[src/rtl/hsid_pkg.sv]
// -----------------------------------------------------------------------------
// hsid_pkg
// Shared types and default widths for the HSID vector datapath.
//   hsid_op_e     : element-wise operation selector
//   hsid_state_e  : control FSM states of the streaming vector operator
//   HSID_WORD_WIDTH / HSID_HSP_BANDS_WIDTH : default element and band-count widths
// -----------------------------------------------------------------------------
package hsid_pkg;

   localparam int HSID_WORD_WIDTH      = 16;
   localparam int HSID_HSP_BANDS_WIDTH = 3;

   typedef enum logic [1:0] {
      HSID_OP_ADD      = 2'd0,
      HSID_OP_SUB      = 2'd1,
      HSID_OP_ABS_DIFF = 2'd2,
      HSID_OP_SQ_DIFF  = 2'd3
   } hsid_op_e;

   typedef enum logic [1:0] {
      HSID_ST_IDLE    = 2'd0,
      HSID_ST_COMPUTE = 2'd1,
      HSID_ST_DONE    = 2'd2
   } hsid_state_e;

endpackage

[src/rtl/hsid_fifo.sv]
// -----------------------------------------------------------------------------
// hsid_fifo
// Synchronous FIFO, depth 2**ADDR_W, with registered read data and registered
// full/empty flags.
//   clk, rst   : clock, synchronous active-high reset (flushes the FIFO)
//   wr_en_i    : write strobe; a write while full is dropped
//   wr_data_i  : write data
//   rd_en_i    : read strobe; a read while empty is ignored
//   rd_data_o  : head word, loaded on an accepted read, otherwise held
//   full_o     : FIFO full
//   empty_o    : FIFO empty
// -----------------------------------------------------------------------------
module hsid_fifo #(
   parameter int WIDTH  = 16,
   parameter int ADDR_W = 2
) (
   input  logic             clk,
   input  logic             rst,
   input  logic             wr_en_i,
   input  logic [WIDTH-1:0] wr_data_i,
   input  logic             rd_en_i,
   output logic [WIDTH-1:0] rd_data_o,
   output logic             full_o,
   output logic             empty_o
);

   localparam int DEPTH = 2 ** ADDR_W;

   logic [WIDTH-1:0]  mem_q [DEPTH];
   logic [ADDR_W-1:0] wr_ptr_q, wr_ptr_d;
   logic [ADDR_W-1:0] rd_ptr_q, rd_ptr_d;
   logic [ADDR_W:0]   cnt_q, cnt_d;
   logic              full_q, full_d;
   logic              empty_q, empty_d;
   logic [WIDTH-1:0]  rd_data_q, rd_data_d;
   logic              wr_ok;
   logic              rd_ok;

   // Flags are registered, so accept/reject decisions use last cycle's flags.
   assign wr_ok = wr_en_i && !full_q;
   assign rd_ok = rd_en_i && !empty_q;

   always_comb begin
      wr_ptr_d  = wr_ptr_q;
      rd_ptr_d  = rd_ptr_q;
      rd_data_d = rd_data_q;
      cnt_d     = cnt_q;
      if (wr_ok) begin
         wr_ptr_d = wr_ptr_q + ADDR_W'(1);
      end
      if (rd_ok) begin
         rd_ptr_d  = rd_ptr_q + ADDR_W'(1);
         rd_data_d = mem_q[rd_ptr_q];
      end
      cnt_d   = cnt_q + (ADDR_W+1)'(wr_ok) - (ADDR_W+1)'(rd_ok);
      full_d  = (cnt_d == (ADDR_W+1)'(DEPTH));
      empty_d = (cnt_d == '0);
   end

   // Storage is not reset; the pointers and count define validity.
   always_ff @(posedge clk) begin
      if (wr_ok) begin
         mem_q[wr_ptr_q] <= wr_data_i;
      end
   end

   always_ff @(posedge clk) begin
      if (rst) begin
         wr_ptr_q  <= '0;
         rd_ptr_q  <= '0;
         cnt_q     <= '0;
         full_q    <= 1'b0;
         empty_q   <= 1'b1;
         rd_data_q <= '0;
      end else begin
         wr_ptr_q  <= wr_ptr_d;
         rd_ptr_q  <= rd_ptr_d;
         cnt_q     <= cnt_d;
         full_q    <= full_d;
         empty_q   <= empty_d;
         rd_data_q <= rd_data_d;
      end
   end

   assign rd_data_o = rd_data_q;
   assign full_o    = full_q;
   assign empty_o   = empty_q;

endmodule

[src/rtl/vctr_fifo_strm_op.sv]
// -----------------------------------------------------------------------------
// vctr_fifo_strm_op
// Streaming two-vector element-wise operator (ADD, SUB, ABS_DIFF, SQ_DIFF) with
// optional reduction of the whole vector into one accumulated word.
// Two input FIFOs feed a two-stage pipeline (operand pop, compute/push) that
// writes an output FIFO.
//   clk, rst                         : clock, synchronous active-high reset
//   data_in_v1_en/data_in_v1/_full   : vector 1 element write port
//   data_in_v2_en/data_in_v2/_full   : vector 2 element write port
//   data_out_en/data_out/_empty      : result read port (registered read data)
//   vector_length                    : element count, 0 means 2**HSP_BANDS_WIDTH
//   mode, acc_en                     : operation and reduction enable, sampled on start
//   start                            : start request, honoured only when idle
//   done, idle, ready                : status
// -----------------------------------------------------------------------------
module vctr_fifo_strm_op
   import hsid_pkg::*;
#(
   parameter int WORD_WIDTH      = HSID_WORD_WIDTH,
   parameter int HSP_BANDS_WIDTH = HSID_HSP_BANDS_WIDTH,
   parameter int BUFFER_WIDTH    = 2
) (
   input  logic                                     clk,
   input  logic                                     rst,
   input  logic                                     data_in_v1_en,
   input  logic [WORD_WIDTH-1:0]                    data_in_v1,
   output logic                                     data_in_v1_full,
   input  logic                                     data_in_v2_en,
   input  logic [WORD_WIDTH-1:0]                    data_in_v2,
   output logic                                     data_in_v2_full,
   input  logic                                     data_out_en,
   output logic [2*WORD_WIDTH+HSP_BANDS_WIDTH-1:0]  data_out,
   output logic                                     data_out_empty,
   input  logic [HSP_BANDS_WIDTH-1:0]               vector_length,
   input  hsid_op_e                                 mode,
   input  logic                                     acc_en,
   input  logic                                     start,
   output logic                                     done,
   output logic                                     idle,
   output logic                                     ready
);

   localparam int OUT_WIDTH = 2*WORD_WIDTH + HSP_BANDS_WIDTH;
   localparam int CNT_W     = HSP_BANDS_WIDTH + 1;
   localparam int DEPTH     = 2 ** BUFFER_WIDTH;
   localparam int OCC_W     = BUFFER_WIDTH + 1;

   // Element-wise result at full output width. The difference is formed as a
   // signed value one bit wider than the operands, then sign-extended, so
   // SUB wraps as two's complement and SQ_DIFF is exact.
   function automatic logic [OUT_WIDTH-1:0] op_result(
      input hsid_op_e              op,
      input logic [WORD_WIDTH-1:0] a,
      input logic [WORD_WIDTH-1:0] b
   );
      logic signed [WORD_WIDTH:0]  diff;
      logic signed [OUT_WIDTH-1:0] diff_x;
      logic [OUT_WIDTH-1:0]        r;
      diff   = $signed({1'b0, a}) - $signed({1'b0, b});
      diff_x = OUT_WIDTH'(diff);
      unique case (op)
         HSID_OP_ADD:      r = OUT_WIDTH'(a) + OUT_WIDTH'(b);
         HSID_OP_SUB:      r = diff_x;
         HSID_OP_ABS_DIFF: r = diff_x[OUT_WIDTH-1] ? -diff_x : diff_x;
         HSID_OP_SQ_DIFF:  r = diff_x * diff_x;
         default:          r = '0;
      endcase
      return r;
   endfunction

   // Length field 0 stands for the full 2**HSP_BANDS_WIDTH elements.
   function automatic logic [CNT_W-1:0] decode_len(
      input logic [HSP_BANDS_WIDTH-1:0] len
   );
      logic [CNT_W-1:0] r;
      if (len == '0) begin
         r = {1'b1, {HSP_BANDS_WIDTH{1'b0}}};
      end else begin
         r = {1'b0, len};
      end
      return r;
   endfunction

   hsid_state_e           state_q, state_d;
   logic [CNT_W-1:0]      len_q, len_d;
   logic [CNT_W-1:0]      cnt_q, cnt_d;
   hsid_op_e              mode_q, mode_d;
   logic                  acc_en_q, acc_en_d;
   logic [OUT_WIDTH-1:0]  acc_q, acc_d;
   logic [OCC_W-1:0]      out_occ_q, out_occ_d;
   logic                  vld_p0_q, vld_p0_d;
   logic                  last_p0_q, last_p0_d;

   logic [WORD_WIDTH-1:0] v1_head;
   logic [WORD_WIDTH-1:0] v2_head;
   logic                  v1_empty;
   logic                  v2_empty;
   logic                  out_full;
   logic                  out_empty;

   logic                  start_ok;
   logic                  pop;
   logic                  out_rd;
   logic                  out_push;
   logic [OUT_WIDTH-1:0]  res_p1;
   logic [OUT_WIDTH-1:0]  acc_sum_p1;
   logic [OUT_WIDTH-1:0]  out_wdata_p1;

   hsid_fifo #(
      .WIDTH  (WORD_WIDTH),
      .ADDR_W (BUFFER_WIDTH)
   ) u_fifo_v1 (
      .clk       (clk),
      .rst       (rst),
      .wr_en_i   (data_in_v1_en),
      .wr_data_i (data_in_v1),
      .rd_en_i   (pop),
      .rd_data_o (v1_head),
      .full_o    (data_in_v1_full),
      .empty_o   (v1_empty)
   );

   hsid_fifo #(
      .WIDTH  (WORD_WIDTH),
      .ADDR_W (BUFFER_WIDTH)
   ) u_fifo_v2 (
      .clk       (clk),
      .rst       (rst),
      .wr_en_i   (data_in_v2_en),
      .wr_data_i (data_in_v2),
      .rd_en_i   (pop),
      .rd_data_o (v2_head),
      .full_o    (data_in_v2_full),
      .empty_o   (v2_empty)
   );

   hsid_fifo #(
      .WIDTH  (OUT_WIDTH),
      .ADDR_W (BUFFER_WIDTH)
   ) u_fifo_out (
      .clk       (clk),
      .rst       (rst),
      .wr_en_i   (out_push),
      .wr_data_i (out_wdata_p1),
      .rd_en_i   (data_out_en),
      .rd_data_o (data_out),
      .full_o    (out_full),
      .empty_o   (out_empty)
   );

   assign data_out_empty = out_empty;
   assign out_rd         = data_out_en && !out_empty;
   assign start_ok       = (state_q == HSID_ST_IDLE) && start;

   // Stage p0: pop one operand pair into the input FIFO read registers.
   // A pop is only issued when the output FIFO can absorb every result that
   // is already in flight plus this one, so nothing stalls past the pop.
   assign pop = (state_q == HSID_ST_COMPUTE) && !v1_empty && !v2_empty &&
                (cnt_q < len_q) && !out_full &&
                ((out_occ_q + OCC_W'(vld_p0_q)) < OCC_W'(DEPTH));

   // Stage p1: compute from the popped operands and push to the output FIFO.
   // In reduction mode only the element tagged last pushes, carrying the sum.
   assign res_p1       = op_result(mode_q, v1_head, v2_head);
   assign acc_sum_p1   = acc_q + res_p1;
   assign out_wdata_p1 = acc_en_q ? acc_sum_p1 : res_p1;
   assign out_push     = vld_p0_q && (!acc_en_q || last_p0_q);

   always_comb begin
      state_d = state_q;
      idle    = 1'b0;
      ready   = 1'b0;
      done    = 1'b0;
      unique case (state_q)
         HSID_ST_IDLE: begin
            idle  = 1'b1;
            ready = 1'b1;
            if (start) begin
               state_d = HSID_ST_COMPUTE;
            end
         end
         HSID_ST_COMPUTE: begin
            if ((cnt_q == len_q) && !vld_p0_q) begin
               state_d = HSID_ST_DONE;
            end
         end
         HSID_ST_DONE: begin
            done = 1'b1;
            if (out_empty) begin
               state_d = HSID_ST_IDLE;
            end
         end
         default: begin
            state_d = HSID_ST_IDLE;
         end
      endcase
   end

   always_comb begin
      len_d     = len_q;
      mode_d    = mode_q;
      acc_en_d  = acc_en_q;
      cnt_d     = cnt_q;
      acc_d     = acc_q;
      vld_p0_d  = pop;
      last_p0_d = pop && ((cnt_q + CNT_W'(1)) == len_q);
      out_occ_d = out_occ_q + OCC_W'(out_push) - OCC_W'(out_rd);
      if (start_ok) begin
         len_d    = decode_len(vector_length);
         mode_d   = mode;
         acc_en_d = acc_en;
         cnt_d    = '0;
         acc_d    = '0;
      end else begin
         if (pop) begin
            cnt_d = cnt_q + CNT_W'(1);
         end
         if (vld_p0_q && acc_en_q) begin
            acc_d = acc_sum_p1;
         end
      end
   end

   always_ff @(posedge clk) begin
      if (rst) begin
         state_q   <= HSID_ST_IDLE;
         len_q     <= '0;
         cnt_q     <= '0;
         mode_q    <= HSID_OP_ADD;
         acc_en_q  <= 1'b0;
         acc_q     <= '0;
         out_occ_q <= '0;
         vld_p0_q  <= 1'b0;
         last_p0_q <= 1'b0;
      end else begin
         state_q   <= state_d;
         len_q     <= len_d;
         cnt_q     <= cnt_d;
         mode_q    <= mode_d;
         acc_en_q  <= acc_en_d;
         acc_q     <= acc_d;
         out_occ_q <= out_occ_d;
         vld_p0_q  <= vld_p0_d;
         last_p0_q <= last_p0_d;
      end
   end

endmodule
[config.mk]
export PLATFORM = sky130hd
export DESIGN_NAME = vctr_fifo_strm_op
export DESIGN_NICKNAME = d
export VERILOG_FILES = /design/src/rtl/hsid_pkg.sv /design/src/rtl/hsid_fifo.sv /design/src/rtl/vctr_fifo_strm_op.sv
export SDC_FILE = /design/constraint.sdc
export NUM_CORES = 1
export LEC_CHECK = 0
export ABC_AREA = 1
export BUFFER_PORTS_ARGS = -buffer_cell sky130_fd_sc_hd__buf_2
export CORE_MARGIN = 1.5
export CORE_UTILIZATION = 55
export CTS_BUF_LIST = sky130_fd_sc_hd__clkbuf_4 sky130_fd_sc_hd__clkbuf_8
export DETAILED_ROUTE_END_ITERATION = 8
export PLACE_DENSITY = 0.72
export SYNTH_ARGS = -nofsm -noshare
export SYNTH_HDL_FRONTEND = slang
export SYNTH_SLANG_ARGS = --single-unit
[constraint.sdc]
create_clock -name clk -period 9.8 [get_ports clk]
set_clock_uncertainty 0.1 [all_clocks]
set_input_delay 1.47 -clock clk [delete_from_list [all_inputs] [get_ports clk]]
set_output_delay 1.47 -clock clk [all_outputs]
set_load 0.1 [all_outputs]
==> metrics.txt, run 1 <==
status finished clean; synth warn 0; Mapped Area 31300 µm²; Fmax 0.107 GHz; Area after DPL 32700 µm²; GRT Util Overall 0.288; remaining antenna violation count 0; Relative slew margins 0.224; WHS Path Cells 2; Setup Viol. Count Final 0; post-synthesis sequential area ratio 0.352; dpl hpwl 62200 µm; Clock Sinks 415; Final Cycle Share 0.954; post-route cell area 34400 µm²; port bufs 84; WP data required 10.06 ns; Layout area overhead 10.0%; Design Power 9.97 mW; final max-slew violation count 0; WL/cell 18.0 µm; Antenna diodes 0; Reg2Reg Depth 40; initial antenna violation count 1; slowest CP cell fa_1; number of placed I/O pins 85; # rows 87; # Max-Cap Violations 0; Seq cells post-synth 415; Mapped Cells 3632; cts hold-fix bufs 0; area share of the largest cell type after synthesis 0.257; Final GP Congestion 1.04; drt first-iter violations 1959; leakage power 16.2 nW; CTS tree yes; average size of a mapped cell 8.61 µm²; PwrDens 290 nW/µm²; Post-synth ARST share 0; hold slack 0.369 ns; maximum root-to-sink buffer count 3; Worst-Skew Late Latency 0.64 ns; top cells by area, synth edfxtp_1 26%, fa_1 18%, dfxtp_1 9.4%; critical path type register to register; Die Area 58300 µm²; share of layout cells above drive strength 1 0.114; ys flop type edfxtp_1; Remaining DRCs 0; Die Y 241 µm; Worst Max-Slew Pin Slew 1.16 ns; crit-path max cell delay 0.56 ns; first-pass GRT wire length 129000 µm; Remaining Overflow, GRT 0; Hold Vio Cnt, Final 0; Final nets 4244; CP Data Arrival Time 9.61 ns; min cycle time layout 9.35 ns; Startpoint Class register; largest net degree at the start of global routing 73; EDFF count, synth 268; cell taking the most area after synthesis edfxtp_1; Detailed Route WL 81900 µm; syn nets 4136; clock slew at reported path FFs 0.06 ns; CP endpoint kind register; clock root buffer clkbuf_8; Pre-Repair DR Iteration Count 6; cts bufs inserted 67; crit-path most repeated cell nand2_1; Via density 5.41; worst reg-to-reg setup slack 0.45 ns; area of the core 56300 µm²; Starting Density 0.555; Worst Path Max Fanout 8; Yosys cell types 60; Max H-tree Level 3; Die W 241 µm; Hold WC Path Type register to register; via count 24632; VDD IR max 0.314 mV; Fillers 4921; vias in the first global route 23990
==> critical path: cells and delay by family (launching register included) <==
kind / cells / cell delay (ns)
AO/OA/AOI/OAI: 6 / 1.34
XOR/XNOR: 1 / 0.18
buffers and inverters: 7 / 0.69
adder cells (fa/ha/maj): 10 / 4.39
AND/OR/NAND/NOR: 16 / 2.04
flip-flops: 1 / 0.33
==> worst paths after layout <==
path / start / to
setup / recovery: u_fifo_v1.rd_data_o[0] / u_fifo_out.mem_q[1][34]
hold / removal: acc_q[0] / acc_q[0]
setup reg to reg: u_fifo_v1.rd_data_o[0] / u_fifo_out.mem_q[1][34]
hold reg to reg: acc_q[0] / acc_q[0]
==> layer usage <==
metal	GRT usage	vias to the layer above	wire length (µm)
met5	0	-	0
met4	0.0917	0	2480
met3	0.0452	139	5860
met2	0.467	848	37900
met1	0.399	11802	35600
li1	-	11843	-
==> what timing repair did <==
action,4_1_cts,5_1_grt
pin swaps,0,4
setup buffers,0,7
endpoints found under the setup margin,4,93
gates resized for setup,1,73
==> where the power goes <==
group / internal [mW] / switching, mW / leakage [nW] / total [mW]
registers: 2.05 / 0.0478 / 3.68 / 2.09
logic: 2.07 / 4.24 / 11.8 / 6.31
clock network: 0.880 / 0.685 / 0.752 / 1.57
total: 4.99 / 4.98 / 16.2 / 9.97
==> registers in the layout, summed over array words and instances (netlist names), 3 cells and up <==
name and cells:
u_fifo_v1.rd_data_o 16, u_fifo_v2.cnt_q 3, u_fifo_out.mem_q 140, u_fifo_v1.mem_q 64
u_fifo_out.rd_data_o 35, u_fifo_out.cnt_q 3, cnt_q 4, len_q 4
acc_q 35, u_fifo_v2.mem_q 64, out_occ_q 3, u_fifo_v1.cnt_q 3
u_fifo_v2.rd_data_o 16
==> synthesized netlist by cell type (22+ instances only) <==
master      n
inv_1     649
nor2_1    542
nand2_1   479
o21ai_0   333
fa_1      276
edfxtp_1  268
ha_1      184
a21oi_1   148
dfxtp_1   147
nand3_1   112
clkbuf_1   89
o22ai_1    52
xor2_1     35
a31oi_1    28
nor3_1     23
nand2_2    22
==> cell usage in the layout (no fill, tap or decap), drive strengths merged, types with 2 or more instances in the layout <==
cell / instances
nor4: 3
nand2: 505
nor3: 24
o211ai: 16
clkbuf: 103
clkinvlp: 4
o21bai: 10
nor2: 554
clkinv: 20
or2: 10
o21a: 8
a21boi: 11
ha: 184
nand4: 22
fa: 276
xnor2: 20
inv: 662
bufinv: 3
o31ai: 5
buf: 168
xor2: 37
o221a: 3
a21oi: 153
edfxtp: 268
a31oi: 28
dfxtp: 147
a211oi: 4
nand3: 115
a21o: 17
o22ai: 52
nand3b: 10
o21ai: 339
and2: 4
a31o: 2
==> cells by family (layout without fill, tap and decap cells) <==
group,after synthesis,count (layout),share of synthesized area
XOR/XNOR,57,57,0.0168
AND/OR/NAND/NOR,1248,1248,0.166
AO/OA/AOI/OAI,654,654,0.116
buffers and inverters,798,960,0.0992
adder cells (fa/ha/maj),460,460,0.250
flip-flops,415,415,0.352
==> per-stage QoR <==
stage | setup slack [ns] | instances | TNS [ns] | utilization
5_1_grt | -0.0565 | 4550 | -0.226 | 0.611
4_1_cts | 0.0168 | 4543 | 0 | 0.606
6_report | 0.452 | 4550 | 0 | 0.611
3_5_place_dp | 0.0168 | 4420 | 0 | 0.580
3_3_place_gp | 0.0163 | 4420 | 0 | 0.580
2_1_floorplan | 1.36 | 3632 | 0 | -
==> area by class of cell <==
| type | instances | area, µm² | share of cell area |
|---|---|---|---|
| Sequential cell | 415 | 11000 | 0.320 |
| Clock buffer | 103 | 1220 | 0.0354 |
| Tap cell | 756 | 946 | 0.0275 |
| Inverter | 669 | 2530 | 0.0735 |
| Clock inverter | 20 | 201 | 0.00586 |
| Multi-Input combinational cell | 2419 | 17400 | 0.507 |
| Timing Repair Buffer | 168 | 1070 | 0.0310 |
Note: power is estimated with default switching activity, not from simulation.
==> inputs of run 2 (changes only) <==
CORE_UTILIZATION = 62   (was 55)
CTS_CLUSTER_SIZE = 12   (was not set)
HOLD_SLACK_MARGIN = 0.12   (was not set)
PLACE_DENSITY = 0.79   (was 0.72)
==> metrics.txt, run 2 (same netlist as run 1, synthesis figures left out) <==
max reg flops 140 (unchanged); slowest CP cell fa_2; maximum root-to-sink buffer count 3 (unchanged); Met1 Routed Length 34200 µm (-4.0%); Worst-Skew Late Latency 0.67 ns (+0.03 ns); PwrDens 287 nW/µm² (-0.94%); port bufs 84 (unchanged); largest net degree at the start of global routing 73 (unchanged); area of the core 50000 µm² (-11%); Area after DPL 32900 µm² (+0.87%); remaining antenna violation count 0 (unchanged); clock slew at reported path FFs 0.06 ns (about the same); dpl hpwl 62100 µm (about the same); Hold WC Path Type register to register; Sw Ratio 0.503 (+0.00368); Final GP Congestion 1.04 (+0.33%); Net Sw Power 4.98 mW (+0.11%); Max Used Layer met5; power share of the clock group 0.148 (-0.009); RSZ-0062 raised after global routing true; WP data required 10.08 ns (+0.02 ns); post-route cell area 34500 µm² (+0.33%); drt first-iter violations 2106 (+7.5%); Buf+Inv Stages, Crit Path 6 (-1); DR WL met2 38600 µm (+1.7%); Via density 5.57 (+2.9%); vias in the first global route 24708 (+3.0%); # rows 82 (-5.7%); Seq. cell area 11000 µm² (unchanged); combinational share of power 0.641 (+0.008); Max H-tree Level 3 (unchanged); Final nets 4290 (+1.1%); CTS tree yes; Worst Max-Slew Pin Slew 1.20 ns (+0.0354 ns); share of layout cells above drive strength 1 0.122 (+0.00814); hold slack 0.381 ns (+0.0121 ns); Clock Sinks 415 (unchanged); Remaining Overflow, GRT 0 (unchanged); register bank with the most flops u_fifo_out.mem_q; final max-slew violation count 0 (unchanged); Fillers 3983 (-19%); multi-input logic area 17400 µm² (unchanged); CP endpoint kind register; Hold Vio Cnt, Final 0 (unchanged); Setup Viol. Count Final 0 (unchanged); cts hold-fix bufs 0 (unchanged); Layout area overhead 10.4%; initial antenna violation count 2 (+1); post-layout util 0.691 (+0.0795); crit-path max cell delay 0.70 ns (+0.14 ns); critical path type register to register; min cycle time layout 9.32 ns (-0.0273 ns); Die W 228 µm (-5.7%); crit-path most repeated cell nand2_1; via count 25118 (+2.0%); Antenna diodes 0 (unchanged); Final Cycle Share 0.951 (-0.00279); first-pass GRT wire length 131000 µm (+1.2%); number of placed I/O pins 85 (unchanged); Remaining DRCs 0 (unchanged); status finished clean; most frequent cells in the layout 649 x inv_1, 525 x nor2_1, 474 x nand2_1, 325 x o21ai_0, 272 x fa_1; Starting Density 0.626 (+0.0702); Layout Cells excl Fill 4508 (-0.92%); Die Area 51800 µm² (-11%); leakage power 16.4 nW (+1.0%); Die Y 228 µm (-5.7%); TNS Setup 0 ns (unchanged); # Max-Cap Violations 0 (unchanged); metal3 WL 6680 µm (+14%); Inst Count DP 4388 (-0.72%); kind of cell adding the most delay to the critical path adder cells; cts bufs inserted 66 (-1.5%); biggest regs u_fifo_out.mem_q: 140 flops, u_fifo_v1.mem_q: 64 flops, u_fifo_v2.mem_q: 64 flops; CP Data Arrival Time 9.60 ns (about the same); Pre-Repair DR Iteration Count 6 (unchanged); most common cell after layout, fill and taps aside inv_1; Worst Path Max Fanout 16 (+8); Relative slew margins 0.202 (-0.0216); WL/cell 18.3 µm (+2.0%); Fmax 0.107 GHz (+0.29%); cell internal pwr 4.93 mW (-1.3%); Detailed Route WL 82700 µm (+1.0%); clock root buffer clkbuf_8; Startpoint Class register; GRT Util Overall 0.332 (+0.0438); fraction of power consumed by sequential logic 0.212 (+0.002); VDD IR max 0.438 mV (+40%)
-- run 2: stage by stage --
stage	power, mW	setup WS [ns]
after global placement	8.12	0.0792
after global routing	10.7	-0.0376
final	9.91	0.480
after floorplan	6.40	1.36
after detailed placement	8.22	-0.0319
after CTS	9.70	0.0837
-- run 2: worst reg2reg max path: cells and delay by family, from the launching register on --
| kind | cells | cell delay (ns) |
|---|---|---|
| xor gates and xnor gates | 1 | 0.19 |
| DFF | 1 | 0.32 |
| AOI/OAI and AO/OA | 5 | 0.96 |
| and+or+nand+nor | 20 | 2.36 |
| buffers and inverters | 6 | 0.65 |
| adders and majority gates | 10 | 4.45 |
-- run 2: worst paths after layout --
kind                     startpoint                       to  slack [ns]  cells past startpoint
min          u_fifo_v2.rd_data_o[8]   u_fifo_v2.rd_data_o[8]        0.38                      2
max reg2reg  u_fifo_v1.rd_data_o[0]  u_fifo_out.mem_q[2][34]        0.48                     42
min reg2reg  u_fifo_v2.rd_data_o[8]   u_fifo_v2.rd_data_o[8]        0.38                      2
max          u_fifo_v1.rd_data_o[0]  u_fifo_out.mem_q[2][34]        0.48                     42
-- run 2: layout make-up --
class / instances / share of cell area
flip-flops and latches: 415 / 0.319
well taps: 672 / 0.0244
multi-input cells: 2419 / 0.505
repair buffers: 215 / 0.0409
clock buffers: 96 / 0.0336
inverters: 669 / 0.0730
clock inverters: 22 / 0.00413
-- run 2: repair_timing --
item,CTS,global route
setup endpoints to repair,9,91
endpoints found under the hold margin,0,0
setup buffers,0,2
gates resized for setup,1,69
pin swaps,0,2
gates cloned,0,0
-- run 2: power by group through the flow --
stage	clock [mW]	combinational, mW	sequential [mW]
after floorplan	0	4.02	2.38
after global placement	0	5.99	2.13
after detailed placement	0	6.09	2.13
after CTS	1.48	6.12	2.10
after global routing	1.56	7.06	2.11
final	1.46	6.35	2.10
-- run 2: routing by layer --
layer | up-vias | track usage
li1 | 11938 | -
met1 | 12024 | 0.440
met2 | 996 | 0.538
met3 | 158 | 0.0662
met4 | 2 | 0.134
met5 | - | 0
